**src/rtl/rpn_sequencer.sv**
```systemverilog
// Operand/opcode entry sequencer for a push-button RPN calculator; drives an external ALU.
// Optional macro RPN_SEQ_CHAIN_EN: enter in S_SHOW feeds the result back as the next op_a.
module rpn_sequencer #(
  parameter int WIDTH = 16,
  parameter int OPW   = 2
) (
  input  logic             clk,
  input  logic             reset,
  input  logic             enter,
  input  logic             undo,
  input  logic [WIDTH-1:0] data_in,
  input  logic [WIDTH-1:0] alu_result,
  input  logic [3:0]       alu_flags,
  output logic [WIDTH-1:0] op_a,
  output logic [WIDTH-1:0] op_b,
  output logic [OPW-1:0]   opcode,
  output logic [WIDTH-1:0] display_value,
  output logic [3:0]       flags,
  output logic [2:0]       status
);

  typedef enum logic [2:0] {
    S_A    = 3'd0,
    S_B    = 3'd1,
    S_OP   = 3'd2,
    S_CALC = 3'd3,
    S_SHOW = 3'd4
  } state_t;

  state_t           state_reg, state_next;
  logic [WIDTH-1:0] op_a_reg, op_a_next;
  logic [WIDTH-1:0] op_b_reg, op_b_next;
  logic [WIDTH-1:0] result_reg, result_next;
  logic [OPW-1:0]   opcode_reg, opcode_next;
  logic [3:0]       flags_reg, flags_next;
  logic             enter_d_reg, undo_d_reg;
  logic             enter_evt, undo_evt, enter_go;

  assign enter_evt = enter & ~enter_d_reg;
  assign undo_evt  = undo & ~undo_d_reg;
  // Undo has priority over a simultaneous enter.
  assign enter_go  = enter_evt & ~undo_evt;

  always_ff @(posedge clk or posedge reset) begin
    if (reset) begin
      state_reg   <= S_A;
      op_a_reg    <= '0;
      op_b_reg    <= '0;
      opcode_reg  <= '0;
      result_reg  <= '0;
      flags_reg   <= '0;
      enter_d_reg <= 1'b0;
      undo_d_reg  <= 1'b0;
    end else begin
      state_reg   <= state_next;
      op_a_reg    <= op_a_next;
      op_b_reg    <= op_b_next;
      opcode_reg  <= opcode_next;
      result_reg  <= result_next;
      flags_reg   <= flags_next;
      enter_d_reg <= enter;
      undo_d_reg  <= undo;
    end
  end

  always_comb begin
    state_next  = state_reg;
    op_a_next   = op_a_reg;
    op_b_next   = op_b_reg;
    opcode_next = opcode_reg;
    result_next = result_reg;
    flags_next  = flags_reg;
    case (state_reg)
      S_A: begin
        if (enter_go) begin
          op_a_next  = data_in;
          state_next = S_B;
        end
      end
      S_B: begin
        if (undo_evt) begin
          op_a_next  = '0;
          state_next = S_A;
        end else if (enter_go) begin
          op_b_next  = data_in;
          state_next = S_OP;
        end
      end
      S_OP: begin
        if (undo_evt) begin
          op_b_next  = '0;
          state_next = S_B;
        end else if (enter_go) begin
          opcode_next = data_in[OPW-1:0];
          state_next  = S_CALC;
        end
      end
      S_CALC: begin
        // ALU has had one full cycle on the registered operands; buttons are ignored here.
        result_next = alu_result;
        flags_next  = alu_flags;
        state_next  = S_SHOW;
      end
      S_SHOW: begin
        if (undo_evt) begin
          op_a_next   = '0;
          op_b_next   = '0;
          opcode_next = '0;
          result_next = '0;
          flags_next  = '0;
          state_next  = S_A;
        end else if (enter_go) begin
`ifdef RPN_SEQ_CHAIN_EN
          op_a_next   = result_reg;
          op_b_next   = '0;
          opcode_next = '0;
          state_next  = S_B;
`else
          op_a_next   = '0;
          op_b_next   = '0;
          opcode_next = '0;
          result_next = '0;
          flags_next  = '0;
          state_next  = S_A;
`endif
        end
      end
      default: state_next = S_A;
    endcase
  end

  assign display_value = (state_reg == S_CALC || state_reg == S_SHOW) ? result_reg : data_in;
  assign op_a          = op_a_reg;
  assign op_b          = op_b_reg;
  assign opcode        = opcode_reg;
  assign flags         = flags_reg;
  assign status        = state_reg;

endmodule

```
**config.mk**
```make
export PLATFORM = sky130hd
export DESIGN_NAME = rpn_sequencer
export DESIGN_NICKNAME = d
export VERILOG_FILES = /design/src/rtl/rpn_sequencer.sv
export SDC_FILE = /design/constraint.sdc
export NUM_CORES = 1
export LEC_CHECK = 0
export ABC_AREA = 1
export CAP_MARGIN = 20
export CORE_ASPECT_RATIO = 1.5
export CORE_MARGIN = 1.5
export CORE_UTILIZATION = 51
export CTS_BUF_LIST = sky130_fd_sc_hd__clkbuf_8
export DETAILED_ROUTE_END_ITERATION = 8
export GPL_ROUTABILITY_DRIVEN = 0
export PLACE_DENSITY = 0.95
export SYNTH_ARGS = -nofsm -noshare
export SYNTH_HDL_FRONTEND = slang
export SYNTH_SLANG_ARGS = --single-unit
```
**constraint.sdc**
```tcl
create_clock -name clk -period 4.9 [get_ports clk]
set_input_delay 0.735 -clock clk [delete_from_list [all_inputs] [get_ports clk]]
set_output_delay 0.735 -clock clk [all_outputs]
set_load 0.02 [all_outputs]
```
### After elaboration in Yosys (flattened, before gate mapping)

Cells that the tools add are included.

| storage, ports and cells | value |
|---|---|
| flip-flop bits (word level) | 59 |
| input port bits | 40 |
| output and inout bits | 57 |
| logic and storage cells | 64 |

| operators by class | value |
|---|---|
| muxes and demuxes | 25 |
| reductions and logical operators | 11 |
| eq/ne operators | 14 |
| bitwise gates (word level) | 6 |

Operator list:

| operator | count |
|---|---|
| 16-bit 2-to-1 mux | 6 |
| 16-bit one-hot mux with 3 select lines | 2 |
| 16-bit one-hot mux with 2 select lines | 1 |
| 3-bit 2-to-1 mux | 7 |
| 3-bit one-hot mux with 5 select lines | 1 |
| 2-bit inequality test, second input constant | 7 |
| 4-bit AND reduction | 3 |
| 3-bit inequality test, second input constant | 3 |
| 2-bit 2-to-1 mux | 4 |
| 4-bit 2-to-1 mux | 2 |
| 4-bit one-hot mux with 2 select lines | 1 |
| 3-bit by 2-bit == test with 1-bit output, second input constant | 2 |
| 3-bit nonzero test | 2 |
| 5-bit AND reduction | 1 |
| 2-bit one-hot mux with 2 select lines | 1 |
| 2-bit nonzero test | 2 |
| 1-bit bitwise AND | 3 |
| 3-bit by 1-bit == test with 1-bit output, second input constant | 1 |
| 3-bit == test, second input constant | 1 |
| 3-bit logical NOT | 1 |
| 1-bit NOT | 3 |
| 2-bit AND reduction | 1 |
| 1-bit logical OR | 1 |

### Logic depth before layout (Yosys ltp)

| logic depth | value |
|---|---|
| depth in word-level cells | 7 |
| depth in mapped cells | 10 |
| depth with buffers taken out | 9 |

### Worst setup path before layout

No wires, ideal clock.

| path | value |
|---|---|
| path type | register -> output |
| start point | register state_reg[1] (netlist: status[1]) |
| end point | output port display_value[10] |
| required time | 4.165 ns |
| path buffers | 3 |
| slack | 2.451 ns |
| arrival | 1.714 ns |
| stages on the path, launching flop included | 8 |
| cells stage by stage | dfrtp_1 -> buf_2 -> nor2_1 -> nand2_1 -> buf_4 -> nand2_1 -> clkbuf_1 -> o21ai_0 |

| between the ends | value |
|---|---|
| cells in the longest elaborated chain, start to end | 3 |
| elaborated cells between the ends (all ways) | 4 |
| those cells by class | eq/ne: 2; mux: 1; reduce/logical: 1 |

RTL lines:

| element | line | text |
|---|---|---|
| from (decl) | 30 | `state_t state_reg, state_next;` |
| from (signal assigned) | 55 | `state_reg <= state_next;` |
| 3-bit by 2-bit == test with 1-bit output / 3-bit == test (equally long branches) | 132 | `assign display_value = (state_reg == S_CALC \|\| state_reg == S_SHOW) ? result_reg : data_in;` |
| 1-bit logical OR (*) | 132 |  |
| 16-bit 2-to-1 mux (*) | 132 |  |
| to (decl) | 17 | `output logic [WIDTH-1:0] display_value,` |

Mark *: on every way between the ends. The rest lies on a longest branch, timed or not.

### Worst setup path after layout

| path | value |
|---|---|
| start point | register state_reg[1] (netlist: status[1]) |
| end point | output port display_value[5] |

Same word-level chain as after synthesis.

==> results.py <==
metrics = {
    "timing": {
        "tns_ns": 0,
        "fmax_mhz": 266,
        "rsz0062_at_grt": "no",
        "worst_pin_slew_ns": 0.869,
        "finalCritPeriodShare_pct": 76.8,
        "slew_viol_final": 0,
        "finalClockSkew_ns": 0.00914,
        "whs_ns": 0.468,
        "setup_violations": 0,
        "post-route-min-period_ns": 3.76,
        "final_hold_viol_count": 0,
        "slew_headroom_pct": 41.9,
    },
    "critical_path": {
        "arrival_ns": 3.03,
        "crit_type": "register to primary output",
        "cp_max_fo": 32,
        "crit_chain": "nor2_1, nand2_1, buf_4, nand2_1, o21ai_0, clkdlybuf4s50_1",
        "cp.required_ns": 4.16,
        "startpoint_type": "register",
        "slowest_stage": "clkdlybuf4s50_1",
        "max_stage_delay_ns": 0.67,
        "end_kind": "primary output",
        "crit_family": "buffers and inverters",
        "crit_buf_inv": 2,
        "worst_path_most_repeated_cell": "nand2_1",
    },
    "route": {
        "wl_per_cell_microns": 14.2,
        "drt_iter0_markers": 183,
        "drt_pass1_iterations": 5,
        "drtAntennaViolNets": 0,
        "wirelength_microns": 7670,
        "vias_per_cell": 5.25,
        "drc_errors": 0,
        "routed-via-count": 2835,
    },
    "global_routing": {
        "grt-ovfl-total": 0,
        "grt_pass1_vias": 2727,
        "track_usage_pct": 26.6,
        "antenna_found_initial": 0,
        "grt_pass1_wl_microns": 12400,
        "grt_max_degree": 60,
    },
    "floorplan": {
        "rows": 33,
        "die_w_microns": 64.2,
        "start_util_pct": 52.6,
        "num_io_pins": 97,
        "die_height_microns": 94.8,
        "dieArea_sq_um": 6090,
        "core-area_sq_um": 5450,
    },
    "finish": {
        "area_growth_syn_to_layout_pct": 41.1,
        "fin_area_sq_um": 4050,
        "post-route-util_pct": 74.2,
        "antenna_cells": 0,
        "final_nets": 505,
        "final_layout_size_suffix_gt1_share_pct": 6.17,
    },
    "yosys": {
        "seq_area_frac_synth_pct": 51.5,
        "synth_cell_type_count": 18,
        "yosys_register_bits": 59,
        "avgSynthCellArea_sq_um": 7.69,
        "synth_warnings": 0,
        "syn-num-nets": 413,
        "netlist_instances": 373,
        "syn-cell-area_sq_um": 2870,
    },
    "pwr": {
        "ir_drop_mv": 0.455,
        "leakagePower_nw": 1.98,
        "powerDensity_nw_per_um2": 670,
    },
    "place": {
        "port_buffers": 96,
        "placed_cell_area_sq_um": 3840,
        "dp.final_hpwl_microns": 5430,
    },
    "clock_tree": {
        "cts_root_buffer": "clkbuf_8",
        "cts_max_path_buffers": 2,
        "clk_pin_slew_ns": 0.06,
        "cts_setup_buffers": 0,
        "cts_tree": "built",
        "h-tree-depth": 3,
        "clock_latency_ns": 0.34,
        "cts.sinks": 59,
        "cts_buffers": 9,
        "cts-resized-gates": 0,
        "postCtsHoldBufs": 0,
    },
    "job": {
        "cap_violations": 0,
    },
    "min_path": {
        "hold_class": "register to register",
    },
    "outcome": {
        "status": "finished clean",
    },
}
## through the flow
step           std cells  worst slack [ns]  total power, mW
6_report             540              1.14             2.71
5_1_grt              540             0.943             2.90
4_1_cts              539              1.17             2.71
3_5_place_dp         523              1.57             2.28
3_3_place_gp         523              1.61             2.22
2_1_floorplan        373              2.45             1.73
## placed cells by master (no fill, tap or decap), drive strengths merged
| master | n |
|---|---|
| a21oi | 1 |
| buf | 4 |
| bufinv | 1 |
| clkbuf | 10 |
| clkdlybuf4s50 | 96 |
| clkinv | 1 |
| dfrtp | 59 |
| inv | 51 |
| nand2 | 103 |
| nand3 | 57 |
| nor2 | 41 |
| o211ai | 1 |
| o21ai | 44 |
| o22ai | 1 |
## synthesized netlist by cell type
| cell type | n | area [sq um] |
|---|---|---|
| dfrtp_1 | 59 | 1480 |
| o21ai_1 | 3 | 15.0 |
| nand2_1 | 100 | 375 |
| a21oi_4 | 1 | 16.3 |
| nand3_2 | 3 | 30.0 |
| buf_4 | 4 | 30.0 |
| o21ai_0 | 40 | 200 |
| nor2_1 | 40 | 150 |
| o22ai_2 | 1 | 12.5 |
| o211ai_1 | 1 | 7.51 |
| clkbuf_1 | 5 | 18.8 |
| inv_1 | 46 | 173 |
| inv_2 | 1 | 3.75 |
| o21ai_2 | 1 | 8.76 |
| nand3_1 | 54 | 270 |
| buf_2 | 10 | 50.1 |
| nand2_2 | 3 | 18.8 |
| nor2_4 | 1 | 11.3 |
## final cells by class
| class | instances | area (sq um) |
|---|---|---|
| multi-input combinational | 248 | 1120 |
| fill | 413 | 1400 |
| clock buffer | 10 | 138 |
| inverter | 47 | 176 |
| clock inverter | 6 | 50.0 |
| timing repair buffer | 100 | 998 |
| sequential | 59 | 1480 |
| tap | 70 | 87.6 |
## path summary, 6_finish.rpt
check                      depth (start not counted)               end  slack [ns]       from
min                                                2           op_b[5]        0.47    op_b[5]
max in group asynchronous                          3           op_b[3]        3.51      reset
min in group asynchronous                          3          op_a[14]        0.92      reset
min reg2reg                                        2           op_b[5]        0.47    op_b[5]
max                                                6  display_value[5]        1.14  status[1]
max reg2reg                                        8           op_a[4]        2.71  status[1]
## power by group
group | switching, mW | internal (mW) | total [mW] | leakage [nW]
clock network | 0.178 | 0.240 | 0.418 | 0.111
registers | 0.134 | 0.702 | 0.836 | 0.747
logic | 0.888 | 0.570 | 1.46 | 1.13
## layer usage
layer	share of wire, %	track usage [%]
met3	6.4	7.03
met2	53	45.6
met5	0	0
met4	4.0	14.7
met1	37	29.8
## worst register-to-register path, stage by stage (launching register included)
cell     delay [ns]
dfrtp_1        0.50
nor2_1         0.07
nand2_1        0.08
buf_4          0.31
nor2_1         0.15
a21oi_4        0.40
nand2_2        0.33
nand2_1        0.17
nand2_1        0.07
## cell families after synthesis
group | Yosys count | share of synthesized area, %
flip-flops | 59 | 51.5
buffers and inverters | 66 | 9.60
AO/OA/AOI/OAI | 47 | 9.08
AND/OR/NAND/NOR | 201 | 29.8
(Power assumes the default switching activity.)
